[config.mk]
export PLATFORM = sky130hd
export DESIGN_NAME = sp_ram_arbiter
export DESIGN_NICKNAME = d
export VERILOG_FILES = /design/src/rtl/sp_ram_arbiter.sv
export SDC_FILE = /design/constraint.sdc
export NUM_CORES = 1
export LEC_CHECK = 0
export BUFFER_PORTS_ARGS = -buffer_cell sky130_fd_sc_hd__buf_2
export CELL_PAD_IN_SITES_DETAIL_PLACEMENT = 1
export CELL_PAD_IN_SITES_GLOBAL_PLACEMENT = 2
export CORE_MARGIN = 3
export CORE_UTILIZATION = 18
export CTS_BUF_LIST = sky130_fd_sc_hd__clkbuf_8
export DETAILED_ROUTE_END_ITERATION = 12
export PLACE_DENSITY = 0.95
export RECOVER_POWER = 25
export SLEW_MARGIN = 20
export SYNTH_ARGS = -nofsm -noshare
export SYNTH_HDL_FRONTEND = slang
export SYNTH_SLANG_ARGS = --single-unit
export TNS_END_PERCENT = 20
[constraint.sdc]
create_clock -name clk_i -period 6.1 [get_ports clk_i]
set_input_delay 1.22 -clock clk_i [delete_from_list [all_inputs] [get_ports clk_i]]
set_output_delay 1.22 -clock clk_i [all_outputs]
set_load 0.01 [all_outputs]
[src/rtl/sp_ram_arbiter.sv]
// sp_ram_arbiter: two-port round-robin arbiter/sequencer for a single-port RAM.
// Merges two requesters onto the RAM's one command port. A port can optionally
// lock the RAM for a burst of up to MAX_BURST consecutive grants. Read data
// comes back with a per-port valid one cycle after the read is granted.
//
// Optional feature macro: SP_RAM_ARB_FIXED_PRIO_EN
//   defined   -> contention in IDLE always grants port 0
//   undefined -> round-robin on contention (default)
//
// Ports:
//   clk_i, rst_i                       clock, synchronous active-high reset
//   pN_req_i/we_i/lock_i/addr_i/wdata_i  port N request, write flag, burst lock, address, data
//   pN_gnt_o                           combinational grant (req&gnt = access this cycle)
//   pN_rvalid_o, pN_rdata_o            registered read-valid pulse, read data
//   ram_rst_n_o                        RAM active-low reset (= ~rst_i)
//   ram_wr_en_o/rd_en_o/addr_o/wr_data_o  RAM command port (combinational)
//   ram_rd_data_i                      RAM registered read data
module sp_ram_arbiter #(
  parameter int unsigned ADDR_W    = 7,
  parameter int unsigned DATA_W    = 8,
  parameter int unsigned MAX_BURST = 4
) (
  input  logic              clk_i,
  input  logic              rst_i,
  input  logic              p0_req_i,
  input  logic              p0_we_i,
  input  logic              p0_lock_i,
  input  logic [ADDR_W-1:0] p0_addr_i,
  input  logic [DATA_W-1:0] p0_wdata_i,
  output logic              p0_gnt_o,
  output logic              p0_rvalid_o,
  output logic [DATA_W-1:0] p0_rdata_o,
  input  logic              p1_req_i,
  input  logic              p1_we_i,
  input  logic              p1_lock_i,
  input  logic [ADDR_W-1:0] p1_addr_i,
  input  logic [DATA_W-1:0] p1_wdata_i,
  output logic              p1_gnt_o,
  output logic              p1_rvalid_o,
  output logic [DATA_W-1:0] p1_rdata_o,
  output logic              ram_rst_n_o,
  output logic              ram_wr_en_o,
  output logic              ram_rd_en_o,
  output logic [ADDR_W-1:0] ram_addr_o,
  output logic [DATA_W-1:0] ram_wr_data_o,
  input  logic [DATA_W-1:0] ram_rd_data_i
);

  localparam int unsigned CNT_W = $clog2(MAX_BURST + 1);
  localparam logic [CNT_W-1:0] BURST_MAX = CNT_W'(MAX_BURST);
  localparam logic [CNT_W-1:0] CNT_ONE   = CNT_W'(1);

  typedef enum logic [1:0] {
    IDLE = 2'd0,
    OWN0 = 2'd1,
    OWN1 = 2'd2
  } state_e;

  state_e           state_q, state_d;
  logic             last_q, last_d;      // 1 = port 1 served last
  logic [CNT_W-1:0] burst_q, burst_d;
  logic             p0_rvalid_q, p0_rvalid_d;
  logic             p1_rvalid_q, p1_rvalid_d;

  logic             gnt0, gnt1;
  logic             own_gnt;
  logic             lock_sel;
  logic [CNT_W-1:0] cnt_next;

  // Grant selection and next-state: the owner keeps priority while requesting,
  // otherwise fall through to normal arbitration in the same cycle.
  always_comb begin
    gnt0     = 1'b0;
    gnt1     = 1'b0;
    own_gnt  = 1'b0;
    lock_sel = 1'b0;
    cnt_next = '0;
    state_d  = state_q;
    last_d   = last_q;
    burst_d  = burst_q;

    if (!rst_i) begin
      unique case (state_q)
        OWN0: if (p0_req_i) begin gnt0 = 1'b1; own_gnt = 1'b1; end
        OWN1: if (p1_req_i) begin gnt1 = 1'b1; own_gnt = 1'b1; end
        default: ;
      endcase

      if (!own_gnt) begin
        if (p0_req_i && p1_req_i) begin
`ifdef SP_RAM_ARB_FIXED_PRIO_EN
          gnt0 = 1'b1;
`else
          if (last_q) gnt0 = 1'b1;
          else        gnt1 = 1'b1;
`endif
        end else if (p0_req_i) begin
          gnt0 = 1'b1;
        end else if (p1_req_i) begin
          gnt1 = 1'b1;
        end
      end

      // Count includes the entering grant, so a fresh grant starts at 1.
      cnt_next = own_gnt ? burst_q + CNT_ONE : CNT_ONE;
      lock_sel = gnt0 ? p0_lock_i : p1_lock_i;

      if (gnt0 || gnt1) begin
        last_d = gnt1;
        if (lock_sel && (cnt_next < BURST_MAX)) begin
          state_d = gnt0 ? OWN0 : OWN1;
          burst_d = cnt_next;
        end else begin
          state_d = IDLE;
          burst_d = '0;
        end
      end else begin
        state_d = IDLE;
        burst_d = '0;
      end
    end
  end

  assign p0_rvalid_d = gnt0 & ~p0_we_i;
  assign p1_rvalid_d = gnt1 & ~p1_we_i;

  // State, round-robin pointer, burst counter and read-valid pulses.
  always_ff @(posedge clk_i) begin
    if (rst_i) begin
      state_q     <= IDLE;
      last_q      <= 1'b1;
      burst_q     <= '0;
      p0_rvalid_q <= 1'b0;
      p1_rvalid_q <= 1'b0;
    end else begin
      state_q     <= state_d;
      last_q      <= last_d;
      burst_q     <= burst_d;
      p0_rvalid_q <= p0_rvalid_d;
      p1_rvalid_q <= p1_rvalid_d;
    end
  end

  // RAM command mux: copy of the granted port, zeros when idle.
  always_comb begin
    ram_wr_en_o   = 1'b0;
    ram_rd_en_o   = 1'b0;
    ram_addr_o    = '0;
    ram_wr_data_o = '0;
    if (gnt0) begin
      ram_wr_en_o   = p0_we_i;
      ram_rd_en_o   = ~p0_we_i;
      ram_addr_o    = p0_addr_i;
      ram_wr_data_o = p0_wdata_i;
    end else if (gnt1) begin
      ram_wr_en_o   = p1_we_i;
      ram_rd_en_o   = ~p1_we_i;
      ram_addr_o    = p1_addr_i;
      ram_wr_data_o = p1_wdata_i;
    end
  end

  assign p0_gnt_o    = gnt0;
  assign p1_gnt_o    = gnt1;
  assign p0_rvalid_o = p0_rvalid_q;
  assign p1_rvalid_o = p1_rvalid_q;
  assign p0_rdata_o  = ram_rd_data_i;
  assign p1_rdata_o  = ram_rd_data_i;
  assign ram_rst_n_o = ~rst_i;

endmodule

Yosys cells after proc, flatten, opt, wreduce, memory -nomap -nowiden --
Cells that the tools add are included.
Operators by class: add/subtract/negate cells 1, $mul 0, divide/modulo/power cells 0, $lt $le $gt $ge 1, equality and inequality tests 2, shift operators 0, muxes and demuxes 30, bitwise logic cells 7, reduce and logical (&&, ||, !) cells 4
Operator list (number):
- 1-bit 2-to-1 mux | 23
- 8-bit 2-to-1 mux | 2
- 7-bit 2-to-1 mux | 2
- 1-bit NOT | 5
- 3-bit by 1-bit adder with 3-bit output, second input constant | 1
- 3-bit < comparator, second input constant | 1
- 3-bit 2-to-1 mux | 1
- 3-bit OR reduction | 1
- 1-bit AND | 2
- 2-bit by 1-bit == test with 1-bit output, second input constant | 1
- 2-bit == test, second input constant | 1
- 1-bit logical AND | 2
- 2-bit 2-to-1 mux | 1
- 1-bit one-hot mux with 2 select lines | 1
- 1-bit logical OR | 1
Word-level totals: register bits 8, bits in latches 0, bits in writable memories 0, bits in read-only memories 0, input port bits 46, logic and storage cells 50, memories 0

Depth between registers and ports, before layout --
Gate-level depths: netlist of the first run.
depth in word-level cells 10, depth in mapped cells 8

Worst setup path after synthesis of the first run --
Ideal clock, no wire load.
kind input-to-output, start input port p1_req_i, end output port ram_addr_o[0], data arrival time 2.092 ns, path slack 2.788 ns, stages 6, path through nand2b_2 > o2bb2ai_4 > and2_4 > buf_8 > buf_8 > a22o_1
On the way: elaborated cells between the ends (all ways) 18, those cells by class mux: 17; reduce/logical: 1
RTL lines:
- start, declared | line 33 | input logic p1_req_i,
- 1-bit 2-to-1 mux | line 85 | OWN1: if (p1_req_i) begin gnt1 = 1'b1; own_gnt = 1'b1; end
- 1-bit one-hot mux with 2 select lines | line 83 | unique case (state_q)
- 1-bit 2-to-1 mux | line 82 | if (!rst_i) begin
- 1-bit 2-to-1 mux * | line 89 | if (!own_gnt) begin
- 1-bit 2-to-1 mux * (2 in a row) | line 82
- via p0_gnt_o | line 30 | output logic p0_gnt_o,
- 7-bit 2-to-1 mux * | line 150 | if (gnt0) begin
- end, declared | line 44 | output logic [ADDR_W-1:0] ram_addr_o,
The timed path passes the listed nets; every way through them passes the cells marked *. The select of a mux whose other input is x is not followed.

Worst setup path in the final report of the first run --
start input port p1_req_i, end output port ram_wr_data_o[7]
On the way: longest elaborated chain between the ends 10, elaborated cells between the ends (all ways) 18, those cells by class mux: 17; reduce/logical: 1
Ends and longest elaborated chain:
- 1-bit 2-to-1 mux | line 85
- 1-bit 2-to-1 mux | line 83
- 1-bit 2-to-1 mux | line 99 | end else if (p1_req_i) begin
- 1-bit 2-to-1 mux | line 97 | end else if (p0_req_i) begin
- 1-bit 2-to-1 mux | line 90 | if (p0_req_i && p1_req_i) begin
- 1-bit 2-to-1 mux | line 89
- 1-bit 2-to-1 mux (2 in a row) | line 82
- 8-bit 2-to-1 mux | line 155 | end else if (gnt1) begin
- 8-bit 2-to-1 mux * | line 150
- end, declared | line 45 | output logic [DATA_W-1:0] ram_wr_data_o,
Mark *: on every way between the ends. The rest lies on a longest branch, timed or not. The select of a mux whose other input is x is not followed.

==> results of run 1 <==
[critical path, cell delays in order]
cell and delay, ns:
buf_2 0.12, nand2b_2 0.06, o2bb2ai_1 0.25, nor3_2 0.76
a22o_2 0.26, buf_2 0.13
[registers in the layout, summed over array words and instances (netlist names)]
signal and count:
burst_q 3, p0_rvalid_o 1, p1_rvalid_o 1, last_q 1, state_q 2
[final timing paths]
path | from | slack, ns | endpoint
worst max register to register | state_q[0] | 4.22 | burst_q[0]
worst min register to register | last_q | 0.50 | last_q
worst min-delay path | last_q | 0.50 | last_q
worst max-delay path | p1_req_i | 2.06 | ram_wr_data_o[7]
[cells in the final DEF, fill, tap and decap left out]
| cell type | count |
|---|---|
| nand3_1 | 1 |
| nor4b_1 | 1 |
| nand2b_1 | 2 |
| nor3b_1 | 1 |
| nor4_1 | 1 |
| or2_2 | 2 |
| inv_1 | 4 |
| xnor2_1 | 1 |
| nand2_1 | 2 |
| clkbuf_1 | 3 |
| clkbuf_8 | 3 |
| o311a_1 | 1 |
| conb_1 | 1 |
| nor2_1 | 3 |
| and2b_1 | 1 |
| a22oi_1 | 2 |
| nor3_1 | 1 |
| nand2b_2 | 1 |
| buf_2 | 56 |
| a21o_1 | 1 |
| dfxtp_1 | 8 |
| o211ai_1 | 1 |
| nor3_2 | 1 |
| mux2i_1 | 1 |
| and2_4 | 1 |
| o2bb2ai_1 | 1 |
| a22o_1 | 10 |
| a22o_2 | 5 |
| ha_1 | 3 |
| and3b_1 | 1 |
| nor2b_2 | 1 |
| and3b_2 | 1 |
| and3_2 | 1 |
[cells in the mapped netlist, types with 2 or more instances]
cell	instances
inv_1	4
a22o_2	5
ha_1	3
a22o_1	10
nand2_1	2
buf_4	16
nor2_1	3
dfxtp_1	8
or2_2	2
buf_8	2
nand2b_1	2
[cells by family (layout without fill, tap and decap cells)]
kind of cell / count (synthesis) / after routing
mux: 1 / 1
simple gates: 22 / 22
fa+ha+maj: 3 / 3
other cells: 1 / 1
compound gates: 21 / 21
flops: 8 / 8
xor+xnor: 1 / 1
buf+inv: 23 / 66
[metal layers]
| metal | vias up | part of all wire | track usage |
|---|---|---|---|
| met3 | 15 | 0.076 | 0.0185 |
| met4 | 0 | 0.040 | 0.0605 |
| li1 | 358 | - | - |
| met5 | - | 0 | 0 |
| met1 | 323 | 0.36 | 0.0884 |
| met2 | 32 | 0.52 | 0.152 |
[metrics by stage]
stage	setup WS (ns)	cell area, sq um	power, mW	instances	util
2_1_floorplan	2.79	753	0.103	80	-
3_3_place_gp	2.17	947	0.116	168	0.246
3_5_place_dp	2.14	947	0.117	168	0.246
4_1_cts	2.14	988	0.181	171	0.256
5_1_grt	1.89	961	0.187	171	0.249
6_report	2.06	961	0.176	171	0.249
[cell type report]
cell class | instances | area share
multi-input combinational | 49 | 0.409
timing repair buffer | 59 | 0.303
sequential | 8 | 0.167
tap | 48 | 0.0625
clock buffer | 3 | 0.0430
inverter | 4 | 0.0156
[report_power, final]
part / internal [mW] / switching, mW
Clock: 0.0426 / 0.0196
Sequential: 0.0553 / 0.00127
Combinational: 0.0286 / 0.0282
==> run metrics, run 1 <==
outcome completed; CTS Buffer Depth 2; DRT Pass-1 Iters 2; first-pass GRT wire length 3520 um; core area 0.00385 sq mm; hold crit path type flip-flop to flip-flop; Synth Area in Simple Gates 0.194; vias in the first global route 790; cell area after synthesis 753 sq um; num rows 22; post-synthesis cell type count 34; DRC viols 0; Post-Synth XOR/XNOR Area 0.0116; Reg clk slew, reported paths 0.04 ns; Synth Area in Adders 0.0498; Fmax 247 MHz; htree depth 1; unrepaired setup endpoints after global routing false; #FFs+latches synth 8; largest family of logic cells by synthesized area compound AO/OA/AOI/OAI gates; Fin. Hold Viols 0; TritonCTS clock tree done; Via density 4.26; gpl congestion 0.787; Clock Tree Root clkbuf_8; post-synthesis mux area share 0.0133; largest net degree at the start of global routing 18; Die Y 70.7 um; Critical Path Fanout Max 15; starting density of the core 0.195; Slew Limit Fails 0; hold_ws 0.496 ns; r2r worst-path depth 6; Compound-Gate Fraction of Synth Area 0.279; 1st-iter DRT viols 33; largest cells by area after synthesis dfxtp_1, buf_4, a22o_1; Final ANT Viol Nets 0; Critical Path AT 2.82 ns; Synth Flop Type dfxtp_1; layout cells sized above 1 0.585; PwrDens 183 mW/mm^2; port bufs 59; Fill cells 489; # IOs 84; ant diodes 0; GR Overflow Total 0; PostCTS Resize Cnt 0; post-synthesis sequential area ratio 0.213; cts hold-fix bufs 0; Tcrit/Tclk final 0.662; total CTS buffers 3; Syn. warnings 0; die footprint 0.00500 sq mm; syn avg cell area 9.42 sq um; WL final 2270 um; initial antenna violation count 0; Slew @ Worst Pin 0.873 ns; Die W 70.7 um; Clock Skews 0.00181 ns; maxcap violations 0; Slew HR 0.415; Synthesized Nets 129; total negative slack 0 ns; CTS Sinks 8; EDFF count, synth 0; hold path depth 2; Crit. End Element primary output; total number of vias 728; postcts setup bufs 0; dominant cell type by area after synthesis dfxtp_1; area grow syn2layout 27.6%; post-synth top area share 0.213; Reg area 160 sq um; Total GRT Usage 0.0857; CP Class input port to primary output; area of the multi-input gates 393 sq um; final setup vio count 0; Syn Inst Count 80; DP Wirelength 1950 um; Leak 0.515 nW; Routed wire per std cell 13.3 um; Skew-Pair Late Insertion Delay 0.23 ns; Worst Setup Start Kind input port; Crit path required time 4.88 ns; post-layout min period 4.04 ns; Peak supply drop 0.119 mV; fin nets 174; asr flop ratio synth 0
(Power assumes the default switching activity.)
==> inputs of run 2 (changes only) <==
Settings changed: ABC_AREA from default to 1, CORE_UTILIZATION 18 to 14, PLACE_DENSITY 0.95 to 0.88.
Clock period 6.1 ns to 3.6 ns, I/O delays scaled along.
==> run 2 against run 1 <==
Effect of this change: final area increased by 13%; area after synthesis increased by 8.0%; global-route usage decreased by 1.2 points; clock-buffer cell count unchanged; via count increased by 29%; clock power increased by 69%.
==> run metrics, run 2 <==
Fin. Hold Viols 0 (unchanged); vias in the first global route 884 (was 790); Critical Path AT 2.05 ns (was 2.82 ns); Synthesized Nets 182 (was 129); biggest regs burst_q: 3 flops, state_q: 2 flops (unchanged); dominant cell type by area after synthesis nand2_1 (was dfxtp_1); CP cell instances buf_2 > nand2_2 > nand2_2 > nand2_2 > a21oi_4 > nor2_4 > nand2_1 > nand2_1 > buf_2 (was buf_2 > nand2b_2 > o2bb2ai_1 > nor3_2 > a22o_2 > buf_2); WL final 2510 um (was 2270 um); Slew @ Worst Pin 0.630 ns (was 0.873 ns); Int Pwr 0.209 mW (was 0.127 mW); sequential share of power 0.312 (was 0.322); ant diodes 0 (unchanged); port bufs 59 (unchanged); Via density 3.82 (was 4.26); Synth Flop Type dfxtp_1 (unchanged); 1st-iter DRT viols 13 (was 33); gpl congestion 0.761 (was 0.787); CP max stage delay 0.45 ns (was 0.76 ns); final setup vio count 0 (unchanged); crit path launch p0_req_i (was p1_req_i); Comb pwr share 0.351 (was 0.324); initial antenna violation count 0 (unchanged); fin nets 225 (was 174); Die W 82.2 um (was 70.7 um); Final ANT Viol Nets 0 (unchanged); DRC viols 0 (unchanged); postcts setup bufs 0 (unchanged); Routed wire per std cell 10.2 um (was 13.3 um); commonest cells in the netlist nand2_1, nand4_1, buf_4, inv_1, nor2_1 (was buf_4, a22o_1, dfxtp_1, a22o_2, inv_1); Cell Area, Placed 0.00104 sq mm (was 947 sq um); most frequent cells in the layout buf_2, nand2_1, nand4_1 (was buf_2, a22o_1, dfxtp_1); num rows 27 (was 22); Syn. warnings 0 (unchanged); DP Wirelength 2100 um (was 1950 um); Fill cells 733 (was 489); Die Y 82.2 um (was 70.7 um); PwrDens 287 mW/mm^2 (was 183 mW/mm^2); Slew HR 0.579 (was 0.415); asr flop ratio synth 0 (unchanged); Synth Area in Simple Gates 0.454 (was 0.194); maxcap violations 0 (unchanged); Fmax 361 MHz; r2r endpoint p0_rvalid_o (was burst_q[0]); most common cell after layout, fill and taps aside buf_2 (unchanged); post-synthesis mux area share 0 (was 0.0133); die footprint 0.00676 sq mm (was 0.00500 sq mm); htree depth 1 (unchanged); Sw Pwr 0.102 mW (was 0.0490 mW); Top cell by count, worst path nand2_2 (was buf_2); post-synth top area share 0.212 (was 0.213); Skew-Pair Late Insertion Delay 0.22 ns (was 0.23 ns); Top reg by flops burst_q (unchanged); starting density of the core 0.146 (was 0.195); Critical Path Fanout Max 19 (was 15); Tcrit/Tclk final 0.770; # IOs 84 (unchanged); FF-to-FF Start state_q[0] (unchanged); Clock Skews 0.000921 ns (was 0.00181 ns); post-layout min period 2.77 ns; TritonCTS clock tree done (unchanged); CTS Buffer Depth 2 (unchanged); Critical Path End ram_rd_en_o (was ram_wr_data_o[7]); hold_ws 0.492 ns (was 0.496 ns); Slew Limit Fails 0 (unchanged); largest family of logic cells by synthesized area simple AND/OR/NAND/NOR gates (was compound AO/OA/AOI/OAI gates); hold crit path type flip-flop to flip-flop (unchanged); cts hold-fix bufs 0 (unchanged); worst path buffer plus inverter count 2 (unchanged); Peak supply drop 0.0734 mV (was 0.119 mV); total CTS buffers 3 (unchanged); flop-to-flop setup slack 1.87 ns (was 4.22 ns); most frequent cell after synthesis nand2_1 (was buf_4); sw frac 0.326 (was 0.279); CP delay by family, top simple AND/OR/NAND/NOR gates (unchanged); #FFs+latches synth 8 (unchanged); area grow syn2layout 33.1% (was 27.6%); Design Area, Final 0.00108 sq mm (was 961 sq um); Synth Area in Adders 0.0462 (was 0.0498); PostCTS Resize Cnt 0 (unchanged); unrepaired setup endpoints after global routing false (unchanged); Worst Setup Start Kind input port (unchanged); CP Class input port to primary output (unchanged); max reg flops 3 (unchanged); post-synthesis cell type count 17 (was 34); largest cells by area after synthesis nand2_1, dfxtp_1, buf_4 (was dfxtp_1, buf_4, a22o_1); layout cells sized above 1 0.379 (was 0.585); Syn Inst Count 133 (was 80); Reg clk slew, reported paths 0.04 ns (about the same); core area 0.00557 sq mm (was 0.00385 sq mm); Post-Synth XOR/XNOR Area 0 (was 0.0116); Clock Tree Root clkbuf_8 (unchanged); DRT Pass-1 Iters 4 (was 2); Crit. End Element primary output (unchanged); r2r worst-path depth 8 (was 6); Levels on crit path 9 (was 6); Total GRT Usage 0.0739 (was 0.0857); Leak 0.662 nW (was 0.515 nW); EDFF count, synth 0 (unchanged); Worst path slowest cell a21oi_4 (was nor3_2); outcome completed (unchanged); first-pass GRT wire length 3820 um (was 3520 um); largest net degree at the start of global routing 22 (was 18); GR Overflow Total 0 (unchanged); total number of vias 939 (was 728); Crit path required time 2.88 ns (was 4.88 ns); total negative slack 0 ns (unchanged); clock share of power 0.337 (was 0.354); cell area after synthesis 813 sq um (was 753 sq um); syn avg cell area 6.11 sq um (was 9.42 sq um); Compound-Gate Fraction of Synth Area 0.0385 (was 0.279); post-synthesis sequential area ratio 0.197 (was 0.213); CTS Sinks 8 (unchanged)
==> run 2: kinds of logic (layout without fill, tap and decap cells) <==
logic type                 count (synthesis)  count (layout)
AOI/OAI and AO/OA                          4               4
DFF                                        8               8
other                                      1               1
buffers and inverters                     36              77
adders and majority gates                  3               3
and+or+nand+nor                           81              81
==> run 2: routing by layer <==
metal / vias up / wire length (um) / track usage
met3: 5 / 202 / 0.0217
met5: - / 0 / 0
met1: 405 / 1050 / 0.0835
met4: 0 / 48 / 0.0415
met2: 38 / 1210 / 0.123
li1: 491 / - / -
==> run 2: worst min path at each step <==
stage / slack, ns / cells after the start / endpoint / start
2_1_floorplan: 0.45 / 2 / last_q / last_q
3_3_place_gp: 0.48 / 2 / last_q / last_q
3_5_place_dp: 0.49 / 2 / last_q / last_q
4_1_cts: 0.50 / 2 / last_q / last_q
5_1_grt: 0.53 / 2 / last_q / last_q
6_report: 0.49 / 2 / last_q / last_q
==> run 2: layout make-up <==
type / count / area (sq um) / share of cell area
flip-flops and latches: 8 / 160 / 0.148
repair buffers: 59 / 293 / 0.271
inverters: 15 / 56.3 / 0.0520
clock buffers: 3 / 41.3 / 0.0382
multi-input cells: 89 / 442 / 0.408
well taps: 72 / 90.1 / 0.0832
==> run 2: metrics by stage <==
step | util | worst slack [ns] | power [mW] | std cells
2_1_floorplan | - | 1.30 | 0.181 | 133
3_3_place_gp | 0.187 | 0.804 | 0.209 | 243
3_5_place_dp | 0.187 | 0.773 | 0.211 | 243
4_1_cts | 0.195 | 0.770 | 0.321 | 246
5_1_grt | 0.194 | 0.602 | 0.339 | 246
6_report | 0.194 | 0.830 | 0.311 | 246
==> run 2: worst reg2reg max path, cell delays in order (launching register included) <==
cell	delay, ns
dfxtp_1	0.32
inv_1	0.04
ha_1	0.28
inv_1	0.09
nand2_2	0.10
a21oi_4	0.45
nor2_4	0.18
nand2_1	0.12
inv_1	0.05
==> run 2: power by group through the flow <==
stage	clock [mW]	combinational, mW	sequential [mW]
2_1_floorplan	0	0.0826	0.0984
3_3_place_gp	0	0.111	0.0982
3_5_place_dp	0	0.112	0.0985
4_1_cts	0.111	0.113	0.0971
5_1_grt	0.116	0.125	0.0977
6_report	0.105	0.109	0.0970
